===== src/rtl/kara_pkg.sv =====
// kara_pkg: shared definitions for the Karatsuba split/issue front end.
//   - kara_state_t   : FSM state encoding (IDLE, MUL_HI, MUL_LO, MUL_MID, FORM, HOLD)
//   - KARA_W/KARA_H  : default operand width and derived half width
//   - kara_mid_width : width of the middle-sum product zm (W+2)
package kara_pkg;

  localparam int KARA_W = 32;
  localparam int KARA_H = KARA_W / 2;

  typedef enum logic [2:0] {
    ST_IDLE    = 3'd0,
    ST_MUL_HI  = 3'd1,
    ST_MUL_LO  = 3'd2,
    ST_MUL_MID = 3'd3,
    ST_FORM    = 3'd4,
    ST_HOLD    = 3'd5
  } kara_state_t;

  // (H+1)x(H+1) product of the two middle sums needs 2*(W/2+1) = W+2 bits.
  function automatic int kara_mid_width(input int w);
    return w + 2;
  endfunction

endpackage


===== src/rtl/karatsuba_split_issue_if.sv =====
// karatsuba_split_issue_if: operand input handshake and term output handshake
// of the Karatsuba front end.
//   in_valid/in_ready/a/b          : operand pair transfer (producer -> block)
//   out_valid/out_ready/mult1..3   : aligned 2W-bit terms (block -> summing stage)
//   busy                           : block is not idle
// modport slave  : the multiplier front end
// modport master : the agent driving operands and accepting terms
interface karatsuba_split_issue_if
  import kara_pkg::*;
#(
  parameter int W = KARA_W
);

  logic           in_valid;
  logic           in_ready;
  logic [W-1:0]   a;
  logic [W-1:0]   b;
  logic           out_valid;
  logic           out_ready;
  logic [2*W-1:0] mult1;
  logic [2*W-1:0] mult2;
  logic [2*W-1:0] mult3;
  logic           busy;

  modport master (
    output in_valid, a, b, out_ready,
    input  in_ready, out_valid, mult1, mult2, mult3, busy
  );

  modport slave (
    input  in_valid, a, b, out_ready,
    output in_ready, out_valid, mult1, mult2, mult3, busy
  );

endinterface


===== src/rtl/kara_half_mul.sv =====
// kara_half_mul: the single shared unsigned NxN multiplier (N = H+1).
// Build option KARA_MUL_PIPE_EN: when defined, the product is registered
// (one cycle latency) and the module gains clk/rst ports; when undefined the
// product is purely combinational.
// Ports:
//   clk, rst : clock / async active-high reset (KARA_MUL_PIPE_EN only)
//   op_a     : N-bit unsigned operand
//   op_b     : N-bit unsigned operand
//   prod     : 2N-bit unsigned product
module kara_half_mul
  import kara_pkg::*;
#(
  parameter int N = KARA_H + 1
) (
`ifdef KARA_MUL_PIPE_EN
  input  logic           clk,
  input  logic           rst,
`endif
  input  logic [N-1:0]   op_a,
  input  logic [N-1:0]   op_b,
  output logic [2*N-1:0] prod
);

  logic [2*N-1:0] prod_s;

  assign prod_s = op_a * op_b;

`ifdef KARA_MUL_PIPE_EN
  logic [2*N-1:0] prod_r;

  // Output register of the pipelined multiplier.
  always_ff @(posedge clk or posedge rst) begin
    if (rst) begin
      prod_r <= {(2*N){1'b0}};
    end else begin
      prod_r <= prod_s;
    end
  end

  assign prod = prod_r;
`else
  assign prod = prod_s;
`endif

endmodule


===== src/rtl/karatsuba_split_issue.sv =====
// karatsuba_split_issue: front end of the WxW Karatsuba multiplier.
// Accepts an operand pair, computes z2 = aH*bH, z0 = aL*bL and
// zm = (aH+aL)*(bH+bL) one after another on one shared (H+1)x(H+1)
// multiplier, then issues mult1 = z2<<W, mult2 = (zm-z2-z0)<<H, mult3 = z0.
// mult1+mult2+mult3 equals a*b exactly.
// Build option KARA_MUL_PIPE_EN: registered multiplier, each MUL_* state lasts
// two cycles (phase bit), out_valid rises 7 edges after accept instead of 4.
// Ports:
//   clk : rising-edge clock
//   rst : asynchronous reset, active-high
//   bus : karatsuba_split_issue_if.slave (in_valid/in_ready/a/b,
//         out_valid/out_ready/mult1..3, busy)
module karatsuba_split_issue
  import kara_pkg::*;
#(
  parameter int W = KARA_W   // must be even
) (
  input  logic                   clk,
  input  logic                   rst,
  karatsuba_split_issue_if.slave bus
);

  localparam int H  = W / 2;
  localparam int HN = H + 1;
  localparam int MW = kara_mid_width(W);

  kara_state_t    state_r;
  kara_state_t    state_s;

  logic [W-1:0]   a_r;
  logic [W-1:0]   b_r;
  logic [W-1:0]   z2_r;
  logic [W-1:0]   z0_r;
  logic [MW-1:0]  zm_r;
  logic [2*W-1:0] mult1_r;
  logic [2*W-1:0] mult2_r;
  logic [2*W-1:0] mult3_r;
  logic           out_valid_r;

  logic [HN-1:0]  op_a_s;
  logic [HN-1:0]  op_b_s;
  logic [MW-1:0]  prod_s;
  logic [MW-1:0]  z1_s;
  logic [2*W-1:0] mult1_s;
  logic [2*W-1:0] mult2_s;
  logic [2*W-1:0] mult3_s;
  logic           in_mul_s;
  logic           mul_done_s;

  assign in_mul_s = (state_r == ST_MUL_HI) || (state_r == ST_MUL_LO) ||
                    (state_r == ST_MUL_MID);

`ifdef KARA_MUL_PIPE_EN
  logic phase_r;
  logic phase_s;

  // Product for the current operands appears one cycle late, so each
  // multiply state finishes on its second cycle.
  assign mul_done_s = phase_r;
`else
  assign mul_done_s = 1'b1;
`endif

  // Shared multiplier operand select; the halves get a zero top bit.
  always_comb begin
    op_a_s = {HN{1'b0}};
    op_b_s = {HN{1'b0}};
    case (state_r)
      ST_MUL_HI: begin
        op_a_s = {1'b0, a_r[W-1:H]};
        op_b_s = {1'b0, b_r[W-1:H]};
      end
      ST_MUL_LO: begin
        op_a_s = {1'b0, a_r[H-1:0]};
        op_b_s = {1'b0, b_r[H-1:0]};
      end
      ST_MUL_MID: begin
        op_a_s = {1'b0, a_r[W-1:H]} + {1'b0, a_r[H-1:0]};
        op_b_s = {1'b0, b_r[W-1:H]} + {1'b0, b_r[H-1:0]};
      end
      default: begin
        op_a_s = {HN{1'b0}};
        op_b_s = {HN{1'b0}};
      end
    endcase
  end

  kara_half_mul #(
    .N (HN)
  ) u_half_mul (
`ifdef KARA_MUL_PIPE_EN
    .clk  (clk),
    .rst  (rst),
`endif
    .op_a (op_a_s),
    .op_b (op_b_s),
    .prod (prod_s)
  );

  // z1 = zm - z2 - z0 is always non-negative and below 2^(W+1).
  assign z1_s    = zm_r - {2'b00, z2_r} - {2'b00, z0_r};
  assign mult1_s = {z2_r, {W{1'b0}}};
  assign mult2_s = {{(2*W-MW){1'b0}}, z1_s} << H;
  assign mult3_s = {{W{1'b0}}, z0_r};

  // FSM state register.
  always_ff @(posedge clk or posedge rst) begin
    if (rst) begin
      state_r <= ST_IDLE;
    end else begin
      state_r <= state_s;
    end
  end

`ifdef KARA_MUL_PIPE_EN
  // Phase bit register for the two-cycle multiply states.
  always_ff @(posedge clk or posedge rst) begin
    if (rst) begin
      phase_r <= 1'b0;
    end else begin
      phase_r <= phase_s;
    end
  end
`endif

  // FSM next-state logic.
  always_comb begin
    state_s = state_r;
`ifdef KARA_MUL_PIPE_EN
    phase_s = 1'b0;
    if (in_mul_s) begin
      phase_s = ~phase_r;
    end else begin
      phase_s = 1'b0;
    end
`endif
    case (state_r)
      ST_IDLE: begin
        if (bus.in_valid) begin
          state_s = ST_MUL_HI;
        end else begin
          state_s = ST_IDLE;
        end
      end
      ST_MUL_HI: begin
        if (mul_done_s) begin
          state_s = ST_MUL_LO;
        end else begin
          state_s = ST_MUL_HI;
        end
      end
      ST_MUL_LO: begin
        if (mul_done_s) begin
          state_s = ST_MUL_MID;
        end else begin
          state_s = ST_MUL_LO;
        end
      end
      ST_MUL_MID: begin
        if (mul_done_s) begin
          state_s = ST_FORM;
        end else begin
          state_s = ST_MUL_MID;
        end
      end
      ST_FORM: begin
        state_s = ST_HOLD;
      end
      ST_HOLD: begin
        if (bus.out_ready) begin
          state_s = ST_IDLE;
        end else begin
          state_s = ST_HOLD;
        end
      end
      default: begin
        state_s = ST_IDLE;
      end
    endcase
  end

  // Operand capture, sub-product registers and issued terms.
  always_ff @(posedge clk or posedge rst) begin
    if (rst) begin
      a_r         <= {W{1'b0}};
      b_r         <= {W{1'b0}};
      z2_r        <= {W{1'b0}};
      z0_r        <= {W{1'b0}};
      zm_r        <= {MW{1'b0}};
      mult1_r     <= {(2*W){1'b0}};
      mult2_r     <= {(2*W){1'b0}};
      mult3_r     <= {(2*W){1'b0}};
      out_valid_r <= 1'b0;
    end else begin
      case (state_r)
        ST_IDLE: begin
          if (bus.in_valid) begin
            a_r <= bus.a;
            b_r <= bus.b;
          end
        end
        ST_MUL_HI: begin
          // High two product bits are zero for half-width operands.
          if (mul_done_s) begin
            z2_r <= prod_s[W-1:0];
          end
        end
        ST_MUL_LO: begin
          if (mul_done_s) begin
            z0_r <= prod_s[W-1:0];
          end
        end
        ST_MUL_MID: begin
          if (mul_done_s) begin
            zm_r <= prod_s;
          end
        end
        ST_FORM: begin
          mult1_r     <= mult1_s;
          mult2_r     <= mult2_s;
          mult3_r     <= mult3_s;
          out_valid_r <= 1'b1;
        end
        ST_HOLD: begin
          // Terms are left in place after release.
          if (bus.out_ready) begin
            out_valid_r <= 1'b0;
          end
        end
        default: begin
          out_valid_r <= 1'b0;
        end
      endcase
    end
  end

  assign bus.in_ready  = (state_r == ST_IDLE);
  assign bus.busy      = (state_r != ST_IDLE);
  assign bus.out_valid = out_valid_r;
  assign bus.mult1     = mult1_r;
  assign bus.mult2     = mult2_r;
  assign bus.mult3     = mult3_r;

endmodule


===== src/flat_wrapper.sv =====
// flat-port wrapper written by rule: the top's interface ports become plain ports
module karatsuba_split_issue_flat import kara_pkg::*;
#(
  parameter int W = KARA_W                  
)
  (clk, rst, bus_in_valid, bus_a, bus_b, bus_out_ready, bus_in_ready, bus_out_valid, bus_mult1, bus_mult2, bus_mult3, bus_busy);
  karatsuba_split_issue_if #(.W(W)) bus_i ();
  input  logic clk;
  input  logic rst;
  input wire logic [$bits(bus_i.in_valid)-1:0] bus_in_valid;
  input wire logic [$bits(bus_i.a)-1:0] bus_a;
  input wire logic [$bits(bus_i.b)-1:0] bus_b;
  input wire logic [$bits(bus_i.out_ready)-1:0] bus_out_ready;
  output wire logic [$bits(bus_i.in_ready)-1:0] bus_in_ready;
  output wire logic [$bits(bus_i.out_valid)-1:0] bus_out_valid;
  output wire logic [$bits(bus_i.mult1)-1:0] bus_mult1;
  output wire logic [$bits(bus_i.mult2)-1:0] bus_mult2;
  output wire logic [$bits(bus_i.mult3)-1:0] bus_mult3;
  output wire logic [$bits(bus_i.busy)-1:0] bus_busy;
  assign bus_i.in_valid = bus_in_valid;
  assign bus_i.a = bus_a;
  assign bus_i.b = bus_b;
  assign bus_i.out_ready = bus_out_ready;
  assign bus_in_ready = bus_i.in_ready;
  assign bus_out_valid = bus_i.out_valid;
  assign bus_mult1 = bus_i.mult1;
  assign bus_mult2 = bus_i.mult2;
  assign bus_mult3 = bus_i.mult3;
  assign bus_busy = bus_i.busy;
  karatsuba_split_issue #(.W(W)) u_core (.clk(clk), .rst(rst), .bus(bus_i));
endmodule

===== config.mk =====
export PLATFORM = sky130hd
export DESIGN_NAME = karatsuba_split_issue_flat
export DESIGN_NICKNAME = d
export VERILOG_FILES = /design/src/rtl/kara_pkg.sv /design/src/rtl/karatsuba_split_issue_if.sv /design/src/rtl/kara_half_mul.sv /design/src/rtl/karatsuba_split_issue.sv /design/src/flat_wrapper.sv
export SDC_FILE = /design/constraint.sdc
export NUM_CORES = 1
export LEC_CHECK = 0
export ABC_AREA = 1
export ABC_CLOCK_PERIOD_IN_PS = 31000
export CORE_MARGIN = 2
export CORE_UTILIZATION = 47
export DETAILED_ROUTE_END_ITERATION = 8
export GPL_TIMING_DRIVEN = 0
export PLACE_DENSITY = 0.7
export SLEW_MARGIN = 30
export SYNTH_ARGS = -nofsm -noshare
export SYNTH_HDL_FRONTEND = slang
export SYNTH_SLANG_ARGS = --single-unit

===== constraint.sdc =====
create_clock -name clk -period 31 [get_ports clk]
set_input_delay 7.75 -clock clk [delete_from_list [all_inputs] [get_ports clk]]
set_output_delay 7.75 -clock clk [all_outputs]
set_load 0.02 [all_outputs]

# After elaboration in Yosys (flattened, before gate mapping)
# Cells that the tools add are included.
# word_totals
ff_bits	264
inputBits	68
output_inout_bits	195
wordCells	34
# classes
addsub	4
multipliers	1
eq_ne	6
n_mux	7
n_bitwise	1
reduce_logical	5
# ops
op	count
$pmux W17 S3	2
$sub A34 B32 Y34	2
$add A16 B16 Y17	2
$mul A17 B17 Y34	1
$pmux W3 S6	1
$eq A3 B2 Y1 const B	2
$eq A3 B3 Y1 const B	2
$reduce_and A2 Y1	2
$reduce_or A4 Y1	1
$eq A3 B1 Y1 const B	1
$logic_not A3 Y1	1
$mux W3	1
$pmux W1 S3	1
$reduce_bool A3 Y1	1
$mux W1	2
$ne A2 B2 Y1 const B	1
$not A1 Y1	1

# Longest topological paths before layout
# logic_depth
word_depth	4
ltp_mapped	38
depth_no_buf	37

# Hierarchy
# A second synthesis with hierarchy kept.
# hier_totals
hier_cells	3440
hier_area_um2	26374.0
# by_module_without_submodules
module	instances	cells_each	area_each_um2	seq_area_each_um2
karatsuba_split_issue	1	1922	15770.1	6606.3
kara_half_mul	1	1518	10603.9	0.0

# Worst setup path after synthesis
# OpenSTA, ideal clock, no wires.
# synth_timing
kind	register to output
start	register u_core.state_r[1]
end	output bus_busy
arrival_time_ps	1111
required_ps	23250
path_slack_ps	22139
path_stages_with_launch	5
n_path_buf	0
path_cell_list	dfrtp_1 -> nor2_1 -> inv_1 -> nor2_1 -> inv_1
# synth_between
elab_chain_cells	1
# synth_lines
item	line	text
start: declaration	karatsuba_split_issue.sv:27	kara_state_t state_r;
start signal: assignment	karatsuba_split_issue.sv:111	state_r <= state_s;
$reduce_bool A3 Y1	karatsuba_split_issue.sv:238	assign bus.busy = (state_r != ST_IDLE);
end: declaration	flat_wrapper.sv:19	output wire logic [$bits(bus_i.busy)-1:0] bus_busy;
# Every way passes these cells.

# Final worst setup path
# layout_timing
start	register u_core.state_r[1]
end	output bus_in_ready
# layout_between
elab_chain_cells	1
# layout_lines
item	line	text
$logic_not A3 Y1	karatsuba_split_issue.sv:237	assign bus.in_ready = (state_r == ST_IDLE);
end: declaration	flat_wrapper.sv:14	output wire logic [$bits(bus_i.in_ready)-1:0] bus_in_ready;
# Every way passes these cells.

==> results.py <==
metrics = {
    "status": {
        "outcome": "finished clean",
    },
    "finish": {
        "finalCoreUtilization_pct": 55.0,
        "fillCellCount": 5144,
        "multi_input_area_um2": 15700,
        "layout.nets": 4116,
        "drive_gt1_share_pct": 8.11,
        "syn_to_final_growth_pct": 15.3,
        "n_antenna_cell": 0,
        "regArea_um2": 6610,
    },
    "worst_setup_path": {
        "crit_arrival_ns": 2.06,
        "crit_path_start_kind": "flop",
        "r2r-end": "u_core.z2_r[17]",
        "cp-end-kind": "output port",
        "critPathKind": "flop to output port",
        "regToRegStartpoint": "u_core.b_r[16]",
        "worstRegToRegCells": 27,
        "crit_fanout": 4,
        "critPathRequiredTime_ns": 23.25,
        "r2r_slack_ns": 23.54,
    },
    "grt": {
        "grt_pass1_wl_mm": 119,
        "antenna_found_initial": 0,
        "grt_max_degree": 71,
        "grt_overflow": 0,
        "grt_pass1_vias": 22000,
        "grt_util_all_layers_pct": 26.7,
    },
    "routing": {
        "via_count": 21900,
        "drc": 0,
        "drt_first_pass_iters": 5,
        "vias_per_cell": 5.06,
        "initialDrtViolationCount": 1543,
        "routedWlPerCell_um": 17.1,
        "antenna_left": 0,
        "wirelength_mm": 74.1,
    },
    "clock_network": {
        "cts_root_buffer": "clkbuf_16",
        "cts_inserted_buffers": 29,
        "ctsResizeCount": 0,
        "clkTransAtPathRegs_ns": 0.06,
        "cts_hold_buf": 0,
        "clkLatencyLatePin_ns": 0.61,
        "cts_tree": "yes",
        "numClockSinks": 264,
        "cts_buffer_depth": 3,
        "postCtsSetupBuffers": 0,
        "htreeDepth": 1,
    },
    "synth": {
        "yosysSeqAreaShare_pct": 25.7,
        "ys_types": 46,
        "synth-seq-cells": 264,
        "ys_warn_count": 0,
        "synthFlopType": "dfrtp_1",
        "syn_area_per_cell_um2": 7.74,
        "synth_edf_count": 0,
        "async_flop_share_pct": 100,
        "synth_cells": 3320,
        "syn-cell-area_um2": 25700,
    },
    "floorplanning": {
        "die-height_um": 238,
        "die-width_um": 238,
        "rows": 85,
        "dieArea_um2": 56600,
        "initial_core_util_pct": 47.7,
        "io_pins": 263,
        "core-area_um2": 53900,
    },
    "placed_design": {
        "io_buffers": 168,
        "hpwl_mm": 61.5,
        "post-place-ws_ns": 21.31,
        "place_congestion": 0.956,
    },
    "sta": {
        "fin_ws_ns": 21.19,
        "fin_skew_ns": 0.0227,
        "tightest_slew_ns": 0.764,
        "setup_viol": 0,
        "hold_viol_final": 0,
        "slew_headroom_pct": 49.0,
        "fin_crit_ns": 9.81,
        "clock.fmax_ghz": 0.102,
        "tns_ns": 0,
        "rsz0062_at_grt": "no",
        "maxSlewViolCount": 0,
        "fin_crit_sh_pct": 31.6,
    },
    "min_path": {
        "hold-path-cell-count": 2,
        "worst_hold_path.endpoint": "u_core.bus.mult3[31]",
        "min_path_type": "flop to flop",
        "hp-start": "u_core.bus.mult3[31]",
    },
    "job": {
        "maxCapViolations": 0,
    },
}
==> layout by cell type (no fill, tap or decap), types with 4 or more instances in the layout <==
| cell type | instances |
|---|---|
| nand2_1 | 842 |
| inv_1 | 628 |
| dfrtp_1 | 264 |
| fa_1 | 258 |
| nor2_1 | 244 |
| o21ai_0 | 200 |
| a21oi_1 | 181 |
| ha_1 | 175 |
| clkdlybuf4s50_1 | 168 |
| nand3_1 | 137 |
| buf_4 | 111 |
| conb_1 | 94 |
| buf_2 | 35 |
| clkbuf_16 | 29 |
| clkbuf_1 | 28 |
| inv_2 | 27 |
| xnor2_1 | 24 |
| nand2_2 | 23 |
| o22ai_1 | 21 |
| nor3_1 | 13 |
| buf_6 | 13 |
| nand3b_1 | 13 |
| nand4_1 | 10 |
| xor2_1 | 9 |
| clkinv_2 | 8 |
| o21bai_1 | 7 |
| clkbuf_8 | 7 |
| mux2_2 | 6 |
| nand3_2 | 5 |
| o21ai_1 | 5 |
| nor3_2 | 4 |
| a21o_1 | 4 |
| a31oi_1 | 4 |
| or2_2 | 4 |
==> state kept, by name, summed over array words and instances (netlist names) <==
| signal | cells |
|---|---|
| u_core.a_r | 32 |
| u_core.b_r | 32 |
| u_core.bus.mult1 | 32 |
| u_core.bus.mult2 | 34 |
| u_core.bus.mult3 | 32 |
| u_core.bus.out_valid | 1 |
| u_core.state_r | 3 |
| u_core.z0_r | 32 |
| u_core.z2_r | 32 |
| u_core.zm_r | 34 |
==> cell families after synthesis <==
family                   synth area share (%)
adder cells (fa/ha/maj)                  28.6
flip-flops                               25.7
multiplexers                            0.263
other                                  0.0146
AND/OR/NAND/NOR                          20.7
buffers and inverters                    14.5
AO/OA/AOI/OAI                            9.13
XOR/XNOR                                 1.12
==> cells in the mapped netlist (21+ instances only) <==
library cell | n | area (µm²)
xnor2_1 | 24 | 210
fa_1 | 258 | 5160
nand2_2 | 23 | 144
nand3_1 | 137 | 686
nand2_1 | 842 | 3160
buf_4 | 111 | 833
o21ai_0 | 200 | 1000
a21oi_1 | 181 | 906
dfrtp_1 | 264 | 6610
o22ai_1 | 21 | 131
clkbuf_1 | 24 | 90.1
inv_1 | 629 | 2360
ha_1 | 175 | 2190
buf_2 | 35 | 175
inv_2 | 27 | 101
nor2_1 | 244 | 916
==> per-stage QoR <==
stage	hold WS, ns	instance area (µm²)	instances
floorplan	0.449	26100	3413
global placement	0.458	28600	4277
detailed placement	0.463	28700	4280
CTS	0.479	29700	4333
global route	0.494	29700	4333
finish	0.478	29700	4333
==> layout make-up <==
class | instances | share of cell area, %
Multi-Input combinational cell | 2306 | 53.0
Clock inverter | 13 | 0.384
Timing Repair Buffer | 171 | 5.95
Clock buffer | 40 | 2.82
Inverter | 657 | 8.34
Sequential cell | 264 | 22.3
Buffer | 186 | 4.24
Tap cell | 696 | 2.94
==> critical path, stage by stage, from the launching register on <==
cell and delay, ns:
dfrtp_1 0.45, nor2_1 0.12, inv_1 0.06, nor2_1 0.18, clkdlybuf4s50_1 0.64
==> per-layer routing <==
metal  track usage (%)  up-vias  wire (µm)
li1                  -    10600          -
met1              33.8    10400      31100
met2              47.1      709      35800
met3              3.09      184       4000
met4              9.80        0       3180
met5                 0        -          0
==> worst max-delay path by stage <==
stage,cells past startpoint,endpoint,startpoint
2_1_floorplan,1,u_core.a_r[0],rst
3_3_place_gp,2,u_core.bus.mult3[27],rst
3_5_place_dp,5,u_core.bus.mult3[27],rst
4_1_cts,4,bus_in_ready,u_core.state_r[1]
5_1_grt,4,bus_in_ready,u_core.state_r[1]
6_report,4,bus_in_ready,u_core.state_r[1]
Power is not shown: default switching activity piles up to over one toggle a cycle in this logic, so the estimate is an artifact.
